<file path="config.mk">
export PLATFORM = sky130hd
export DESIGN_NAME = sr_driver
export DESIGN_NICKNAME = d
export VERILOG_FILES = /design/src/rtl/sr_driver.sv
export SDC_FILE = /design/constraint.sdc
export NUM_CORES = 1
export LEC_CHECK = 0
export CAP_MARGIN = 20
export CORE_ASPECT_RATIO = 1.4
export CORE_MARGIN = 3
export CORE_UTILIZATION = 52
export DETAILED_ROUTE_END_ITERATION = 10
export GPL_TIMING_DRIVEN = 0
export PLACE_DENSITY = 0.77
export SETUP_SLACK_MARGIN = 0.4
export SLEW_MARGIN = 30
export SYNTH_ARGS = -nofsm -noshare
export SYNTH_HDL_FRONTEND = slang
export SYNTH_SLANG_ARGS = --single-unit
</file>
<file path="constraint.sdc">
create_clock -name clk -period 2.4 [get_ports clk]
set_input_delay 0.6 -clock clk [delete_from_list [all_inputs] [get_ports clk]]
set_output_delay 0.6 -clock clk [all_outputs]
set_load 0.05 [all_outputs]
</file>
<file path="src/rtl/sr_driver.sv">
// Driver/checker for an S/R latch: launches hold/set/reset commands, samples q after SETTLE cycles,
// and reports mismatches against an expected-state model. Define SR_DRIVER_PULSE_EN for one-cycle S/R pulses.
module sr_driver #(
    parameter int SETTLE = 2,
    parameter int CNT_W  = 8
) (
    input  logic             clk,
    input  logic             rst,
    input  logic             cmd_valid,
    output logic             cmd_ready,
    input  logic [1:0]       cmd,
    output logic             S,
    output logic             R,
    input  logic             q_in,
    output logic             rsp_valid,
    input  logic             rsp_ready,
    output logic             rsp_q,
    output logic             rsp_err,
    output logic [CNT_W-1:0] err_cnt
);

    localparam logic [1:0] ST_IDLE   = 2'd0;
    localparam logic [1:0] ST_SETTLE = 2'd1;
    localparam logic [1:0] ST_REPORT = 2'd2;

    localparam logic [1:0] CMD_HOLD    = 2'b00;
    localparam logic [1:0] CMD_SET     = 2'b01;
    localparam logic [1:0] CMD_RESET   = 2'b10;
    localparam logic [1:0] CMD_ILLEGAL = 2'b11;

    localparam logic [7:0]       CNT_INIT = 8'(SETTLE - 1);
    localparam logic [CNT_W-1:0] ERR_MAX  = {CNT_W{1'b1}};

    logic [1:0]       state_q, state_d;
    logic [7:0]       cnt_q, cnt_d;
    logic [1:0]       op_q, op_d;
    logic             s_q, s_d;
    logic             r_q, r_d;
    logic             rsp_valid_q, rsp_valid_d;
    logic             rsp_q_q, rsp_q_d;
    logic             rsp_err_q, rsp_err_d;
    logic [CNT_W-1:0] err_cnt_q, err_cnt_d;
    logic             exp_known_q, exp_known_d;
    logic             exp_q, exp_d;
    logic             exp_upd, exp_known_upd;
    logic             load_err;

    // Expected latch state once the pending command has completed; hold leaves it as it was.
    always_comb begin
        exp_upd       = exp_q;
        exp_known_upd = exp_known_q;
        case (op_q)
            CMD_SET: begin
                exp_upd       = 1'b1;
                exp_known_upd = 1'b1;
            end
            CMD_RESET: begin
                exp_upd       = 1'b0;
                exp_known_upd = 1'b1;
            end
            default: ;
        endcase
    end

    always_comb begin
        state_d     = state_q;
        cnt_d       = cnt_q;
        op_d        = op_q;
        s_d         = s_q;
        r_d         = r_q;
        rsp_valid_d = rsp_valid_q;
        rsp_q_d     = rsp_q_q;
        rsp_err_d   = rsp_err_q;
        exp_d       = exp_q;
        exp_known_d = exp_known_q;
        load_err    = 1'b0;

        case (state_q)
            ST_IDLE: begin
                if (cmd_valid) begin
                    op_d = cmd;
                    if (cmd == CMD_ILLEGAL) begin
                        s_d         = 1'b0;
                        r_d         = 1'b0;
                        rsp_valid_d = 1'b1;
                        rsp_q_d     = q_in;
                        rsp_err_d   = 1'b1;
                        load_err    = 1'b1;
                        state_d     = ST_REPORT;
                    end else begin
                        s_d     = (cmd == CMD_SET);
                        r_d     = (cmd == CMD_RESET);
                        cnt_d   = CNT_INIT;
                        state_d = ST_SETTLE;
                    end
                end
            end
            ST_SETTLE: begin
                if (cnt_q == 8'd0) begin
                    s_d         = 1'b0;
                    r_d         = 1'b0;
                    rsp_valid_d = 1'b1;
                    rsp_q_d     = q_in;
                    exp_d       = exp_upd;
                    exp_known_d = exp_known_upd;
                    rsp_err_d   = exp_known_upd & (q_in != exp_upd);
                    load_err    = rsp_err_d;
                    state_d     = ST_REPORT;
                end else begin
                    cnt_d = cnt_q - 8'd1;
`ifdef SR_DRIVER_PULSE_EN
                    s_d = 1'b0;
                    r_d = 1'b0;
`endif
                end
            end
            ST_REPORT: begin
                if (rsp_ready) begin
                    rsp_valid_d = 1'b0;
                    state_d     = ST_IDLE;
                end
            end
            default: state_d = ST_IDLE;
        endcase

        err_cnt_d = err_cnt_q;
        if (load_err && (err_cnt_q != ERR_MAX)) begin
            err_cnt_d = err_cnt_q + CNT_W'(1);
        end
    end

    always_ff @(posedge clk) begin
        if (rst) begin
            state_q     <= ST_IDLE;
            cnt_q       <= 8'd0;
            op_q        <= CMD_HOLD;
            s_q         <= 1'b0;
            r_q         <= 1'b0;
            rsp_valid_q <= 1'b0;
            rsp_q_q     <= 1'b0;
            rsp_err_q   <= 1'b0;
            err_cnt_q   <= '0;
            exp_known_q <= 1'b0;
            exp_q       <= 1'b0;
        end else begin
            state_q     <= state_d;
            cnt_q       <= cnt_d;
            op_q        <= op_d;
            s_q         <= s_d;
            r_q         <= r_d;
            rsp_valid_q <= rsp_valid_d;
            rsp_q_q     <= rsp_q_d;
            rsp_err_q   <= rsp_err_d;
            err_cnt_q   <= err_cnt_d;
            exp_known_q <= exp_known_d;
            exp_q       <= exp_d;
        end
    end

    assign cmd_ready = (state_q == ST_IDLE);
    assign S         = s_q;
    assign R         = r_q;
    assign rsp_valid = rsp_valid_q;
    assign rsp_q     = rsp_q_q;
    assign rsp_err   = rsp_err_q;
    assign err_cnt   = err_cnt_q;

endmodule

</file>
# Yosys cells after proc, flatten, opt, wreduce, memory -nomap -nowiden
# Index checks and enable logic that the tools add are counted.
# word_totals
word_cells,75
out_inout_bits,14
ff_bits,27
# classes
muxes,33
reduce_logical,13
n_eq_ne,15
bitwise,1
add_sub_neg,2
# op_table
op,count
two-way mux 8 bit,3
two-way mux 1 bit,17
case mux 8 bit (2 select lines),1
case mux 1 bit (2 select lines),6
"!= test 2 bit, second input constant",5
"adder 8 x 1 -> 8 bit, second input constant",1
"equality test 2 bit, second input constant",4
logical NOT 8 bit,1
two-way mux 2 bit,4
"!= test 8 bit, second input constant",1
AND reduction 4 bit,2
"subtractor 8 x 1 -> 8 bit, second input constant",1
"equality test 2 x 1 -> 1 bit, second input constant",3
case mux 2 bit (3 select lines),1
AND reduction 3 bit,2
AND reduction 5 bit,1
AND reduction 2 bit,2
case mux 1 bit (3 select lines),1
nonzero test 3 bit,1
logical NOT 2 bit,1
"!= test 2 x 1 -> 1 bit, second input constant",1
nonzero test 2 bit,1
OR reduction 2 bit,1
bitwise AND 1 bit,1
2 further kinds,2

# Depth between registers and ports, before layout
# depth
depth_word,7
ltp_mapped,8
mapped_depth_nobuf,7

# Worst setup path after synthesis
# OpenSTA, ideal clock, no wires.
# synth_timing
path_kind,flip-flop to flip-flop
startpoint,register cnt_q[2]
endpoint,"register err_cnt_q[4], in the netlist err_cnt[4]"
setup_slack_ns,0.286
period_less_slack_ns,2.114
arrival_time_ns,1.993
stages_incl_launch_ff,6
t_required_ns,2.279
path_buffers,0
path_cell_list,dfxtp_1 nor4_1 a21oi_1 nor4_4 nor2b_1 mux2_2
# synth_via
elab_chain_len,4
# synth_lines
item,line,source
start: declaration,35,"logic [7:0] cnt_q, cnt_d;"
start signal: assignment,147,cnt_q <= cnt_d;
logical NOT 8 bit,99,if (cnt_q == 8'd0) begin
two-way mux 1 bit,99,
case mux 1 bit (2 select lines),78,case (state_q)
logical AND 1 bit,127,if (load_err && (err_cnt_q != ERR_MAX)) begin
end signal: assignment,154,err_cnt_q <= err_cnt_d;
end: declaration,42,"logic [CNT_W-1:0] err_cnt_q, err_cnt_d;"
# Every way passes these cells.
# A chain may end at the register's enable or synchronous reset.

# Worst setup path after layout
# layout_timing
startpoint,register cnt_q[3]
endpoint,register exp_q
# layout_via
elab_chain_len,2
# layout_lines
item,line,source
logical NOT 8 bit,99,
AND reduction 2 bit (no line),-,
end signal: assignment,156,exp_q <= exp_d;
end: declaration,44,"logic exp_q, exp_d;"
# Every way passes these cells.

==> results.yml <==
status:
  status: "finished, final reports clean"
power:
  clockPowerShare: 0.141
  p_switching_mw: 0.513
  p_leak_nw: 0.770
  p_seq_frac: 0.398
  powerDensity_nw_per_um2: 747
  p_int_mw: 0.860
  power_mw: 1.37
  switching_share: 0.373
  peakVddDrop_mv: 0.482
  pwr-share-comb: 0.461
logic_synthesis:
  syn_inst: 158
  synth_top_family_by_area: "simple AND/OR/NAND/NOR gates"
  synth_fa_ha_area_frac: 0.0363
  ys.flop_type: "dfxtp_1"
  synth-async-reset-ratio: 0
  yosys.area_share.simple: 0.289
  synth_seq_cells: 27
  synth_edf_count: 0
  synth_seq_area_share: 0.392
  avgSynthCellArea_um2: 8.73
  synth_compound_area_frac: 0.119
  yosys.area_share.xor_xnor: 0.0762
  syn_area_um2: 1380
  synth_nets: 169
  synth_mux_area_frac: 0.0445
  synth_warnings: 0
  yosysUniqueCellTypes: 41
worst_setup_path:
  crit_slowest_cell: "or4_4"
  cp_max_fo: 2
  cp.arrival_ns: 2.35
  path_class: "register to register"
  cp-start-kind: "register"
  cp_common_cell: "or4_4"
  max_stage_delay_ns: 0.51
  worstPathCellList: "or4_4 > or4_4 > buf_8 > or3b_4 > mux2i_1 > nor2_1"
  crit_path_end_kind: "register"
  crit_required_ns: 2.62
clock_network:
  clockBufferDepth: 2
  cts.htree.levels: 1
  cts_tree: "built"
  clockRootBuffer: "clkbuf_4"
  clk_latency_ns: 0.32
  clk_pin_slew_worst_paths_ns: 0.14
  cts.sinks: 27
  cts_buffers: 3
route:
  vias_per_cell: 5.64
  drt_iter0_markers: 46
  wirelength_um: 3380
  firstDrtPassIters: 4
  post-route-drc-count: 0
  wl_per_cell_um: 15.1
  num_vias: 1263
  drtAntennaViolNets: 0
timing:
  setup_violations: 0
  relSlewSlack: 0.632
  fin_crit_ns: 2.13
  fmaxAchievable_ghz: 0.469
  slew_viol_final: 0
  hold_viol: 0
  skew_ns: 0.00414
  worst_pin_slew_ns: 0.538
  fin_crit_sh: 0.887
  rsz0062_at_grt: "true"
  timing.final.ws_setup_ns: 0.270
grt:
  grt_usage: 0.207
  grt_overflow_total: 0
  grt_max_degree: 15
  antenna_found_initial: 0
  grt_pass1_vias: 1243
  grt_pass1_wl_um: 5280
layout:
  antenna_cells: 0
  seq_area_um2: 551
  multiInputGateArea_um2: 893
  fillCellCount: 219
  area_growth_syn_to_layout_pct: 33.4
  drive_above_1_share: 0.211
  num-nets-final: 202
floorplanning:
  die_h_um: 66.9
  core_um2: 2470
  num_io_pins: 21
  initial_core_util: 0.558
  rows: 21
  dieArea_um2: 3310
  fp.dieW_um: 49.5
hold_path:
  hold_path_class: "register to register"
placed_design:
  dp_hpwl_um: 2320
  dp_slack_ns: -0.264
  gp_congestion: 0.763
  io_buffers: 20
run:
  max_cap_viol_count: 0
[sequential cells by signal (all words and copies together), names as in the netlist]
name / flops
rsp_valid: 1
err_cnt: 8
state_q: 2
S: 1
exp_known_q: 1
cnt_q: 8
rsp_q: 1
exp_q: 1
rsp_err: 1
op_q: 2
R: 1
[Yosys cell counts, types with 2 or more instances]
cell,count,share of area
or4_1,2,0.011
nor2_1,28,0.076
inv_1,5,0.014
and4b_1,2,0.015
mux2i_1,5,0.036
a21oi_1,11,0.040
nand4_1,4,0.018
xnor2_1,9,0.057
xor2_1,3,0.019
nand2b_1,3,0.014
o21ai_0,6,0.022
nor2b_1,3,0.014
a2111oi_0,2,0.013
nor4_1,4,0.018
dfxtp_1,27,0.39
nand3b_1,4,0.022
nor3b_1,3,0.016
nand3_1,2,0.0073
nand2_1,9,0.024
nor3_1,2,0.0073
ha_1,4,0.036
[metal layers]
layer | share of wire | GRT usage
met5 | 0 | 0
met3 | 0.031 | 0.0380
met2 | 0.56 | 0.414
met4 | 0.016 | 0.0727
met1 | 0.40 | 0.209
[placed cells by master, fill, tap and decap left out, types with 2 or more instances in the layout]
| master | n |
|---|---|
| dfxtp_1 | 21 |
| nand3b_1 | 4 |
| clkdlybuf4s50_1 | 2 |
| dlygate4sd2_1 | 13 |
| and4b_1 | 2 |
| xnor2_1 | 9 |
| inv_1 | 5 |
| o21ai_0 | 5 |
| dfxtp_2 | 5 |
| nand4_1 | 4 |
| nor3b_1 | 3 |
| dlymetal6s2s_1 | 3 |
| nor4_1 | 3 |
| mux2i_1 | 5 |
| xor2_1 | 3 |
| nor4_4 | 2 |
| nand2_1 | 9 |
| ha_1 | 3 |
| nor2b_1 | 2 |
| nand2b_1 | 3 |
| nor2_1 | 28 |
| a21oi_1 | 9 |
| clkbuf_4 | 3 |
| or4_4 | 2 |
| buf_4 | 8 |
| nor3_1 | 2 |
| buf_6 | 2 |
[final cells by class]
type | instances | area share
plain buffers | 6 | 0.0286
clock buffers | 4 | 0.0143
inverters | 5 | 0.0102
multi-input cells | 120 | 0.486
flip-flops and latches | 27 | 0.299
well taps | 34 | 0.0231
repair buffers | 28 | 0.139
[path summary, 6_finish.rpt]
path                                  start           to  slack, ns  cells after the start
worst min register to register  exp_known_q  exp_known_q       0.48                      2
worst min-delay path            exp_known_q  exp_known_q       0.48                      2
worst max-delay path               cnt_q[3]        exp_q       0.27                      6
worst max register to register     cnt_q[3]        exp_q       0.27                      6
[metrics by stage]
stage	std cells	setup TNS [ns]	utilization	hold WS (ns)	area (µm²)
2_1_floorplan	158	0	-	0.426	1390
3_3_place_gp	212	-0.359	0.660	0.439	1630
3_5_place_dp	212	-0.492	0.660	0.467	1630
4_1_cts	221	0	0.697	0.488	1720
5_1_grt	224	0	0.745	0.515	1840
6_report	224	0	0.745	0.484	1840
[power by group through the flow]
stage | Combinational [mW] | Clock, mW | Sequential, mW
detailed placement | 0.467 | 0 | 0.548
global route | 0.681 | 0.220 | 0.555
finish | 0.634 | 0.194 | 0.546
floorplan | 0.297 | 0 | 0.593
global placement | 0.455 | 0 | 0.545
CTS | 0.542 | 0.201 | 0.537
[worst max-delay path: cells and delay by family (launching register included)]
| family | cells | cell delay (ns) |
|---|---|---|
| muxes | 1 | 0.15 |
| and+or+nand+nor | 4 | 1.37 |
| buffers and inverters | 1 | 0.14 |
| DFF | 1 | 0.37 |
[timing repair]
action,4_1_cts,5_1_grt
endpoints found under the hold margin,0,0
pin swaps,2,5
gates resized for setup,29,23
endpoints found under the setup margin,29,18
buffers inserted,5,3
gates cloned,0,0
hold buffers,0,0
[cell families (layout without fill, tap and decap cells)]
family,count (synthesis),count (layout)
buffers and inverters,11,43
adder cells (fa/ha/maj),4,4
flip-flops,27,27
XOR/XNOR,12,12
AO/OA/AOI/OAI,26,26
AND/OR/NAND/NOR,72,72
multiplexers,6,6
Power figures use the tool's default switching activity.
